### src/rtl/hist_bin_reader_if.sv
// Sample-in / histogram-out bus for hist_bin_reader.
// The master side issues control pulses and sample groups and consumes readout words;
// the slave side is the accumulator.
interface hist_bin_reader_if #(
  parameter int NBINS = 8,
  parameter int CW    = 16
);
  localparam int BW = $clog2(NBINS);

  logic          start;
  logic          stop;
  logic          in_valid;
  logic          in_ready;
  logic [7:0]    o1;
  logic [7:0]    o2;
  logic [7:0]    o3;
  logic [7:0]    o4;
  logic          out_valid;
  logic          out_ready;
  logic [BW-1:0] out_bin;
  logic [CW-1:0] out_count;
  logic          out_last;
  logic          busy;

  modport master (
    output start, stop, in_valid, o1, o2, o3, o4, out_ready,
    input  in_ready, out_valid, out_bin, out_count, out_last, busy
  );

  modport slave (
    input  start, stop, in_valid, o1, o2, o3, o4, out_ready,
    output in_ready, out_valid, out_bin, out_count, out_last, busy
  );
endinterface

### src/rtl/hist_bin_reader.sv
// Sequential histogram accumulator and reader.
// Groups of four 8-bit samples are binned into NBINS equal-width bins with saturating
// per-bin counters. After stop, the histogram is streamed out one bin per handshake.
// NBINS must be a power of two in 2..256 and CW at least 3.
module hist_bin_reader #(
  parameter int NBINS = 8,
  parameter int CW    = 16
) (
  input  logic             clk,
  input  logic             reset,
  hist_bin_reader_if.slave bus
);
  localparam int BW = $clog2(NBINS);

  typedef enum logic [1:0] {IDLE, CLEAR, ACCUM, DRAIN} state_t;

  state_t        state;
  logic [CW-1:0] cnt      [NBINS];
  logic [CW-1:0] cnt_next [NBINS];
  logic [BW-1:0] samp_bin [4];
  logic [BW-1:0] next_bin;
  logic          accept;

  // The bin index of a sample is its top BW bits.
  assign samp_bin[0] = bus.o1[7 -: BW];
  assign samp_bin[1] = bus.o2[7 -: BW];
  assign samp_bin[2] = bus.o3[7 -: BW];
  assign samp_bin[3] = bus.o4[7 -: BW];

  // in_ready is only high in ACCUM, so this is the accepted-beat condition.
  assign accept   = bus.in_valid & bus.in_ready;
  assign next_bin = bus.out_bin + BW'(1);

  // Next value of every counter: add how many of the four samples hit the bin, saturating.
  always_comb begin
    logic [2:0]  k;
    logic [CW:0] sum;
    // NOTE: every variable gets a default before any condition so no latch is inferred.
    k   = '0;
    sum = '0;
    for (int b = 0; b < NBINS; b++) begin
      k = '0;
      for (int s = 0; s < 4; s++) begin
        if (samp_bin[s] == BW'(b)) k = k + 3'd1;
      end
      sum         = {1'b0, cnt[b]} + {{(CW-2){1'b0}}, k};
      cnt_next[b] = cnt[b];
      if (accept) cnt_next[b] = sum[CW] ? '1 : sum[CW-1:0];
    end
  end

  // Control FSM, counter storage and registered outputs.
  always_ff @(posedge clk or posedge reset) begin
    if (reset) begin
      // NOTE: reset must zero the counters, so the counter array sits in the reset branch
      // even though storage arrays are normally left out of it.
      // NOTE: all sequential state uses non-blocking assignments.
      state         <= IDLE;
      for (int b = 0; b < NBINS; b++) cnt[b] <= '0;
      bus.in_ready  <= 1'b0;
      bus.out_valid <= 1'b0;
      bus.out_last  <= 1'b0;
      bus.out_bin   <= '0;
      bus.out_count <= '0;
      bus.busy      <= 1'b0;
    end else begin
      case (state)
        IDLE: begin
          if (bus.start) begin
            state    <= CLEAR;
            bus.busy <= 1'b1;
          end
        end
        CLEAR: begin
          for (int b = 0; b < NBINS; b++) cnt[b] <= '0;
          state        <= ACCUM;
          bus.in_ready <= 1'b1;
        end
        ACCUM: begin
          for (int b = 0; b < NBINS; b++) cnt[b] <= cnt_next[b];
          if (bus.stop) begin
            // A beat accepted in the stop cycle must already be visible in the first word.
            state         <= DRAIN;
            bus.in_ready  <= 1'b0;
            bus.out_valid <= 1'b1;
            bus.out_bin   <= '0;
            bus.out_count <= cnt_next[0];
            bus.out_last  <= 1'b0;
          end
        end
        DRAIN: begin
          if (bus.out_ready) begin
            if (bus.out_last) begin
              state         <= IDLE;
              bus.out_valid <= 1'b0;
              bus.out_last  <= 1'b0;
              bus.out_bin   <= '0;
              bus.out_count <= '0;
              bus.busy      <= 1'b0;
            end else begin
              bus.out_bin   <= next_bin;
              bus.out_count <= cnt[next_bin];
              bus.out_last  <= (next_bin == BW'(NBINS - 1));
            end
          end
        end
        default: state <= IDLE;
      endcase
    end
  end
endmodule

### src/flat_wrapper.sv
// flat-port wrapper written by rule: the top's interface ports become plain ports
module hist_bin_reader_flat 
#(
  parameter int NBINS = 8,
  parameter int CW    = 16
)
  (clk, reset, bus_start, bus_stop, bus_in_valid, bus_o1, bus_o2, bus_o3, bus_o4, bus_out_ready, bus_in_ready, bus_out_valid, bus_out_bin, bus_out_count, bus_out_last, bus_busy);
  hist_bin_reader_if #(.NBINS(NBINS), .CW(CW)) bus_i ();
  input  logic clk;
  input  logic reset;
  input wire logic [$bits(bus_i.start)-1:0] bus_start;
  input wire logic [$bits(bus_i.stop)-1:0] bus_stop;
  input wire logic [$bits(bus_i.in_valid)-1:0] bus_in_valid;
  input wire logic [$bits(bus_i.o1)-1:0] bus_o1;
  input wire logic [$bits(bus_i.o2)-1:0] bus_o2;
  input wire logic [$bits(bus_i.o3)-1:0] bus_o3;
  input wire logic [$bits(bus_i.o4)-1:0] bus_o4;
  input wire logic [$bits(bus_i.out_ready)-1:0] bus_out_ready;
  output wire logic [$bits(bus_i.in_ready)-1:0] bus_in_ready;
  output wire logic [$bits(bus_i.out_valid)-1:0] bus_out_valid;
  output wire logic [$bits(bus_i.out_bin)-1:0] bus_out_bin;
  output wire logic [$bits(bus_i.out_count)-1:0] bus_out_count;
  output wire logic [$bits(bus_i.out_last)-1:0] bus_out_last;
  output wire logic [$bits(bus_i.busy)-1:0] bus_busy;
  assign bus_i.start = bus_start;
  assign bus_i.stop = bus_stop;
  assign bus_i.in_valid = bus_in_valid;
  assign bus_i.o1 = bus_o1;
  assign bus_i.o2 = bus_o2;
  assign bus_i.o3 = bus_o3;
  assign bus_i.o4 = bus_o4;
  assign bus_i.out_ready = bus_out_ready;
  assign bus_in_ready = bus_i.in_ready;
  assign bus_out_valid = bus_i.out_valid;
  assign bus_out_bin = bus_i.out_bin;
  assign bus_out_count = bus_i.out_count;
  assign bus_out_last = bus_i.out_last;
  assign bus_busy = bus_i.busy;
  hist_bin_reader #(.NBINS(NBINS), .CW(CW)) u_core (.clk(clk), .reset(reset), .bus(bus_i));
endmodule
### config.mk
export PLATFORM = sky130hd
export DESIGN_NAME = hist_bin_reader_flat
export DESIGN_NICKNAME = d
export VERILOG_FILES = /design/src/rtl/hist_bin_reader_if.sv /design/src/rtl/hist_bin_reader.sv /design/src/flat_wrapper.sv
export SDC_FILE = /design/constraint.sdc
export NUM_CORES = 1
export LEC_CHECK = 0
export ABC_AREA = 1
export CORE_MARGIN = 3
export CORE_UTILIZATION = 35
export CTS_BUF_LIST = sky130_fd_sc_hd__clkbuf_4
export CTS_CLUSTER_SIZE = 30
export DETAILED_ROUTE_END_ITERATION = 12
export HOLD_SLACK_MARGIN = 0.08
export PLACE_DENSITY = 0.61
export SETUP_SLACK_MARGIN = 0.1
export SYNTH_ARGS = -nofsm -noshare
export SYNTH_HDL_FRONTEND = slang
export SYNTH_SLANG_ARGS = --single-unit
### constraint.sdc
create_clock -name clk -period 5.5 [get_ports clk]
set_input_delay 1.1 -clock clk [delete_from_list [all_inputs] [get_ports clk]]
set_output_delay 1.1 -clock clk [all_outputs]
set_load 0.005 [all_outputs]
# [Word-level counts from Yosys, hierarchy flattened]
# Index checks and enable logic that the tools add are counted.
[op_classes] addsub=33 order_cmp=1 n_eq_ne=37 n_mux=76 bitwise_logic=2 reduce_logical=14
[ops] operator="16-bit 2-to-1 mux" n=21
[ops] operator="128-bit one-hot mux with 2 select lines" n=1
[ops] operator="16-bit by 3-bit adder with 17-bit output" n=8
[ops] operator="3-bit 2-to-1 mux" n=27
[ops] operator="3-bit by 1-bit adder with 3-bit output (second input constant)" n=17
[ops] operator="3-bit == test (second input constant)" n=17
[ops] operator="16-bit binary-select mux with 3-bit select" n=1
[ops] operator="16-bit one-hot mux with 2 select lines" n=1
[ops] operator="3-bit by 2-bit == test with 1-bit output (second input constant)" n=8
[ops] operator="1-bit by 1-bit adder with 2-bit output (second input constant)" n=8
[ops] operator="1-bit 2-to-1 mux" n=15
[ops] operator="3-bit by 1-bit == test with 1-bit output (second input constant)" n=4
[ops] operator="3-bit zero test" n=4
[ops] operator="4-bit AND reduction" n=3
[ops] operator="2-bit 2-to-1 mux" n=4
[ops] operator="1-bit one-hot mux with 2 select lines" n=4
[ops] operator="2-bit one-hot mux with 4 select lines" n=1
[ops] operator="2-bit != test (second input constant)" n=3
[ops] operator="3-bit one-hot mux with 2 select lines" n=1
[ops] operator="2-bit nonzero test" n=3
[ops] operator="2-bit == test (second input constant)" n=2
[ops] operator="4-bit >= comparator (second input constant)" n=1
[ops] operator="2-bit by 1-bit != test with 1-bit output (second input constant)" n=2
[ops] operator="3-bit NOT with 4-bit output" n=1
[ops] operator="other kinds (5)" n=6
[word_totals] register_bits=153 input_bits=38 word_cells=178

# [Depth between registers and ports, before layout]
[logic_depth] word_depth=13 ltp_mapped=22 mapped_depth_nobuf=22

# [Worst setup path after synthesis]
# No wires, ideal clock.
[synth_timing] path_type="in2reg" from="in bus_o1[5]" to="reg u_core.cnt[35] in the netlist's numbering" setup_time_ns=0.083 arrival_ns=3.928 required_time_ns=5.417 slack_ns=1.489 cell_stages=18 n_path_buf=0 cell_sequence="inv_1 > nor3_1 > ha_1 > or2_2 > nand2_1 > inv_1 > ha_1 > inv_1 > o21ai_2 > inv_1 > fa_1 > inv_1 > a21oi_1 > nor2_1 > nand4_4 > inv_2 > o21ai_0 > o21ai_0"
[synth_via] elab_chain_cells=12
[synth_lines] element="start: declaration" line="flat_wrapper.sv:14" text="input wire logic [$bits(bus_i.o1)-1:0] bus_o1;"
[synth_lines] element="3-bit == test *" line="hist_bin_reader.sv:44" text="if (samp_bin[s] == BW'(b)) k = k + 3'd1;"
[synth_lines] element="1-bit 2-to-1 mux *" line="hist_bin_reader.sv:44"
[synth_lines] element="1-bit by 1-bit adder with 2-bit output" line="hist_bin_reader.sv:44"
[synth_lines] element="3-bit 2-to-1 mux *" line="hist_bin_reader.sv:44"
[synth_lines] element="3-bit by 1-bit adder with 3-bit output" line="hist_bin_reader.sv:44"
[synth_lines] element="3-bit 2-to-1 mux *" line="hist_bin_reader.sv:44"
[synth_lines] element="3-bit by 1-bit adder with 3-bit output" line="hist_bin_reader.sv:44"
[synth_lines] element="3-bit 2-to-1 mux *" line="hist_bin_reader.sv:44"
[synth_lines] element="16-bit by 3-bit adder with 17-bit output *" line="hist_bin_reader.sv:46" text="sum = {1'b0, cnt[b]} + {{(CW-2){1'b0}}, k};"
[synth_lines] element="16-bit 2-to-1 mux * (2 in a row)" line="hist_bin_reader.sv:48" text="if (accept) cnt_next[b] = sum[CW] ? '1 : sum[CW-1:0];"
[synth_lines] element="128-bit one-hot mux with 2 select lines *" line="hist_bin_reader.sv:67" text="case (state)"
[synth_lines] element="end: declaration" line="hist_bin_reader.sv:18" text="logic [CW-1:0] cnt [NBINS];"
# Every way passes the cells marked *; elsewhere a longest branch is shown, timed or not. The select of a mux whose other input is x is not followed.
# A chain may end at the register's enable or synchronous reset.

# [Final worst setup path]
[layout_timing] from="in bus_o2[7]" to="reg u_core.cnt[7] in the netlist's numbering"
[layout_via] elab_chain_cells=10
[layout_lines] element="start: declaration" line="flat_wrapper.sv:15" text="input wire logic [$bits(bus_i.o2)-1:0] bus_o2;"
[layout_lines] element="3-bit == test *" line="hist_bin_reader.sv:44"
[layout_lines] element="3-bit 2-to-1 mux *" line="hist_bin_reader.sv:44"
[layout_lines] element="3-bit by 1-bit adder with 3-bit output" line="hist_bin_reader.sv:44"
[layout_lines] element="3-bit 2-to-1 mux *" line="hist_bin_reader.sv:44"
[layout_lines] element="3-bit by 1-bit adder with 3-bit output" line="hist_bin_reader.sv:44"
[layout_lines] element="3-bit 2-to-1 mux *" line="hist_bin_reader.sv:44"
[layout_lines] element="16-bit by 3-bit adder with 17-bit output *" line="hist_bin_reader.sv:46"
[layout_lines] element="16-bit 2-to-1 mux * (2 in a row)" line="hist_bin_reader.sv:48"
[layout_lines] element="128-bit one-hot mux with 2 select lines *" line="hist_bin_reader.sv:67"
# Marks and branches as above.

==> summary.log <==
[outcome] result of the run finished, final reports clean
[drt] vias per inst 5.21
[synth] nets in the synthesized netlist 1946
[clocking] TritonCTS clock tree done
[setup_path] cell depth of the worst flop-to-flop path 10
[floorplanning] effective utilization at floorplan 0.358
[place] Post-Place Setup Slack 0.238 ns
[place] placed standard-cell area 13300 um2
[sta] transition time at the pin with the least slew margin 1.24 ns
[setup_path] required time at the endpoint of the critical path 6.01 ns
[synth] biggest area contributors in the synthesized netlist dfrtp_1 31%, nand2_1 16%, o21ai_0 7.4%
[global_routing] GRT Resource Usage Total 0.194
[job] Max-Cap Viols 0
[drt] detailed-route wire length per cell 15.7 um
[synth] most used flip-flop cell after synthesis dfrtp_1
[clocking] root buf cell clkbuf_4
[setup_path] CP arrival 5.18 ns
[setup_path] cell breakdown of the critical path clkdlybuf4s50_1, inv_1, nor3_1, ha_1, or2_2, nand2_1, inv_1, ha_1, inv_1, o21ai_1, inv_1, fa_1, inv_1, a21oi_1, nor2_4, nand4_2, inv_2, o21ai_0, nand2_1
[sta] TNS Setup 0 ns
[synth] count of synthesis-stage warnings from yosys 0
[synth] most frequent cells after synthesis 521 x nand2_1, 224 x inv_1, 184 x o21ai_0
[cells_and_area] post-route cell area 13600 um2
[power] sw frac 0.482
[sta] final worst-path cycle share 0.849
[drt] DRC errors left 0
[drt] residual antenna-violating net count after detailed routing 0
[setup_path] sort of element at the start of the critical path input port
[place] final weighted congestion of routability-driven global placement 0.894
[synth] fraction of synthesized cell area taken by the top area cell type 0.307
[synth] most frequent cell after synthesis nand2_1
[sta] skew final 0.0264 ns
[clocking] count of hold buffers inserted by post-cts repair 0
[power] Int Pwr 0.00197 W
[sta] Pins Over Slew Limit 0
[drt] violation count after the first detailed-routing iteration 1083
[synth] Post-synth EDFFs 0
[synth] part of the Yosys area used for sequential elements 0.307
[drt] via count 12100
[sta] Achievable Freq 0.214 GHz
[sta] Final Critical Period 4.67 ns
[place] # port buffers 40
[floorplanning] placeable core region 34800 um2
[synth] leading area contributor after synthesis dfrtp_1
[cells_and_area] Area growth, synth to finish 8.86%
[synth] synthesized instance count 1838
[global_routing] maximum number of pins on one net before global-route repair 112
[floorplanning] standard-cell rows 68
[cells_and_area] Finished Layout Cells 2330
[power] part of the total power dissipated in sequential elements 0.348
[setup_path] kind of critical path in2reg
[drt] Pre-Repair DR Iteration Count 6
[setup_path] largest stage delay on the critical path 0.55 ns
[power] leakage power summed over all cells 6.53 nW
[place] cell count after placement 2297
[floorplanning] floorplan die height 195 um
[synth] Syn Area/Cell 6.78 um2
[clocking] Worst-Skew Late Latency 0.60 ns
[hold_path] worst hold path depth 1
[sta] setup repair after global routing missed its margin false
[global_routing] total congestion overflow after global routing 0
[global_routing] wire length of the first global-routing pass 60400 um
[power] share of power burned in combinational logic 0.464
[floorplanning] die boundary width 195 um
[sta] final hold violations 0
[cells_and_area] Total Nets Final 1969
[cells_and_area] share of post-route cells with drive strength above 1 0.0854
[floorplanning] I/O pins 61
[clocking] Gates resized, CTS repair 0
[setup_path] slowest stage cell, crit path clkdlybuf4s50_1
[power] Clock power frac 0.187
[power] Pwr Total 0.00381 W
[power] Peak supply drop 0.357 mV
[clocking] # clock sinks 153
[clocking] post-CTS repair timing setup buffer count 0
[place] Post-DP HPWL 26200 um
[synth] synthesized cell area 12500 um2
[power] areal power density over the cells 281 nW/um2
[sta] Slew HR 0.175
[synth] post-synth cell types 47
[floorplanning] area of the die 37900 um2
[drt] total wirelength of the detailed-routed design 36500 um
[sta] final number of setup-violating endpoints 0
[power] switching power summed over all nets 0.00184 W
[global_routing] antenna violations before repair 1
[setup_path] type of element capturing the critical path register
[sta] post-layout worst setup margin 0.829 ns
[setup_path] worst-path maximum fanout 10
[clocking] number of levels the H-tree was split into 4
[clocking] clock transition at the registers of the reported paths 0.14 ns
[clocking] Num CTS Buffers 17
[global_routing] number of global-route vias before repair 11600
[hold_path] Worst Hold Class reg2reg
[synth] count of state elements after synthesis 153
[clocking] maximum clock path buffer count 2
[setup_path] critical path's most frequent cell inv_1
[synth] proportion of register bits with asynchronous set or reset after synthesis 1.00
-- state kept, by name, indices dropped and copies added, names as in the netlist --
| name | cells |
|---|---|
| u_core.state | 2 |
| u_core.bus.out_last | 1 |
| u_core.bus.out_count | 16 |
| u_core.bus.busy | 1 |
| u_core.bus.in_ready | 1 |
| u_core.bus.out_bin | 3 |
| u_core.bus.out_valid | 1 |
| u_core.cnt | 128 |
-- cell families after synthesis --
family | count (synthesis) | share of synthesized area
AND/OR/NAND/NOR | 924 | 0.343
XOR/XNOR | 48 | 0.0343
AO/OA/AOI/OAI | 339 | 0.143
adder cells (fa/ha/maj) | 70 | 0.0751
buffers and inverters | 304 | 0.0983
flip-flops | 153 | 0.307
-- placed cells by master (no fill, tap or decap), drive strengths merged, types with 19 or more instances in the layout --
cell type / synthesis / layout
nand3: 168 / 168
nand2: 532 / 532
dfrtp: 153 / 153
nor2: 104 / 104
ha: 62 / 62
xor2: 40 / 40
clkdlybuf4s50: 0 / 40
a21oi: 87 / 87
buf: 42 / 19
inv: 249 / 253
o21ai: 238 / 238
nor3: 67 / 67
nand4: 31 / 31
clkbuf: 13 / 19
-- critical path: cells and delay by family --
kind                     cells  cell delay (ns)
adder cells (fa/ha/maj)      3             1.07
AO/OA/AOI/OAI                3             0.53
buffers and inverters        7             1.11
AND/OR/NAND/NOR              6             1.39
-- path summary, 6_finish.rpt --
path	start	end	slack, ns
min reg2reg	u_core.bus.busy	u_core.bus.busy	0.52
max in group asynchronous	reset	u_core.cnt[66]	3.62
min in group asynchronous	reset	u_core.cnt[15]	0.92
max	bus_o2[7]	u_core.cnt[7]	0.83
max reg2reg	u_core.bus.out_bin[0]	u_core.bus.out_count[3]	2.23
min	u_core.bus.busy	u_core.bus.busy	0.52
-- stage by stage --
step | utilization | hold WS [ns]
4_1_cts | 0.390 | 0.529
3_5_place_dp | 0.382 | 0.496
2_1_floorplan | - | 0.469
6_report | 0.390 | 0.524
3_3_place_gp | 0.382 | 0.493
5_1_grt | 0.390 | 0.552
-- per-layer routing --
metal  wire length [um]  up-vias  global-route usage
li1                   -     6023                   -
met1              16700     5726               0.270
met2              16800      342               0.315
met3               2200       46              0.0283
met4                782        0              0.0584
met5                  0        -                   0
-- cell type report --
type,instances,area [um2]
repair buffers,59,556
clock buffers,19,143
multi-input cells,1381,7410
clock inverters,13,119
fillers,3638,21200
diodes,1,2.50
inverters,249,940
flip-flops and latches,153,3830
well taps,455,569
-- power groups by stage --
stage	Clock (W)	Combinational (W)	Sequential [W]
2_1_floorplan	0	0.00115	0.00134
5_1_grt	0.000780	0.00197	0.00134
4_1_cts	0.000731	0.00177	0.00133
6_report	0.000714	0.00177	0.00133
3_5_place_dp	0	0.00176	0.00135
3_3_place_gp	0	0.00176	0.00135
Note: power is estimated with default switching activity, not from simulation.
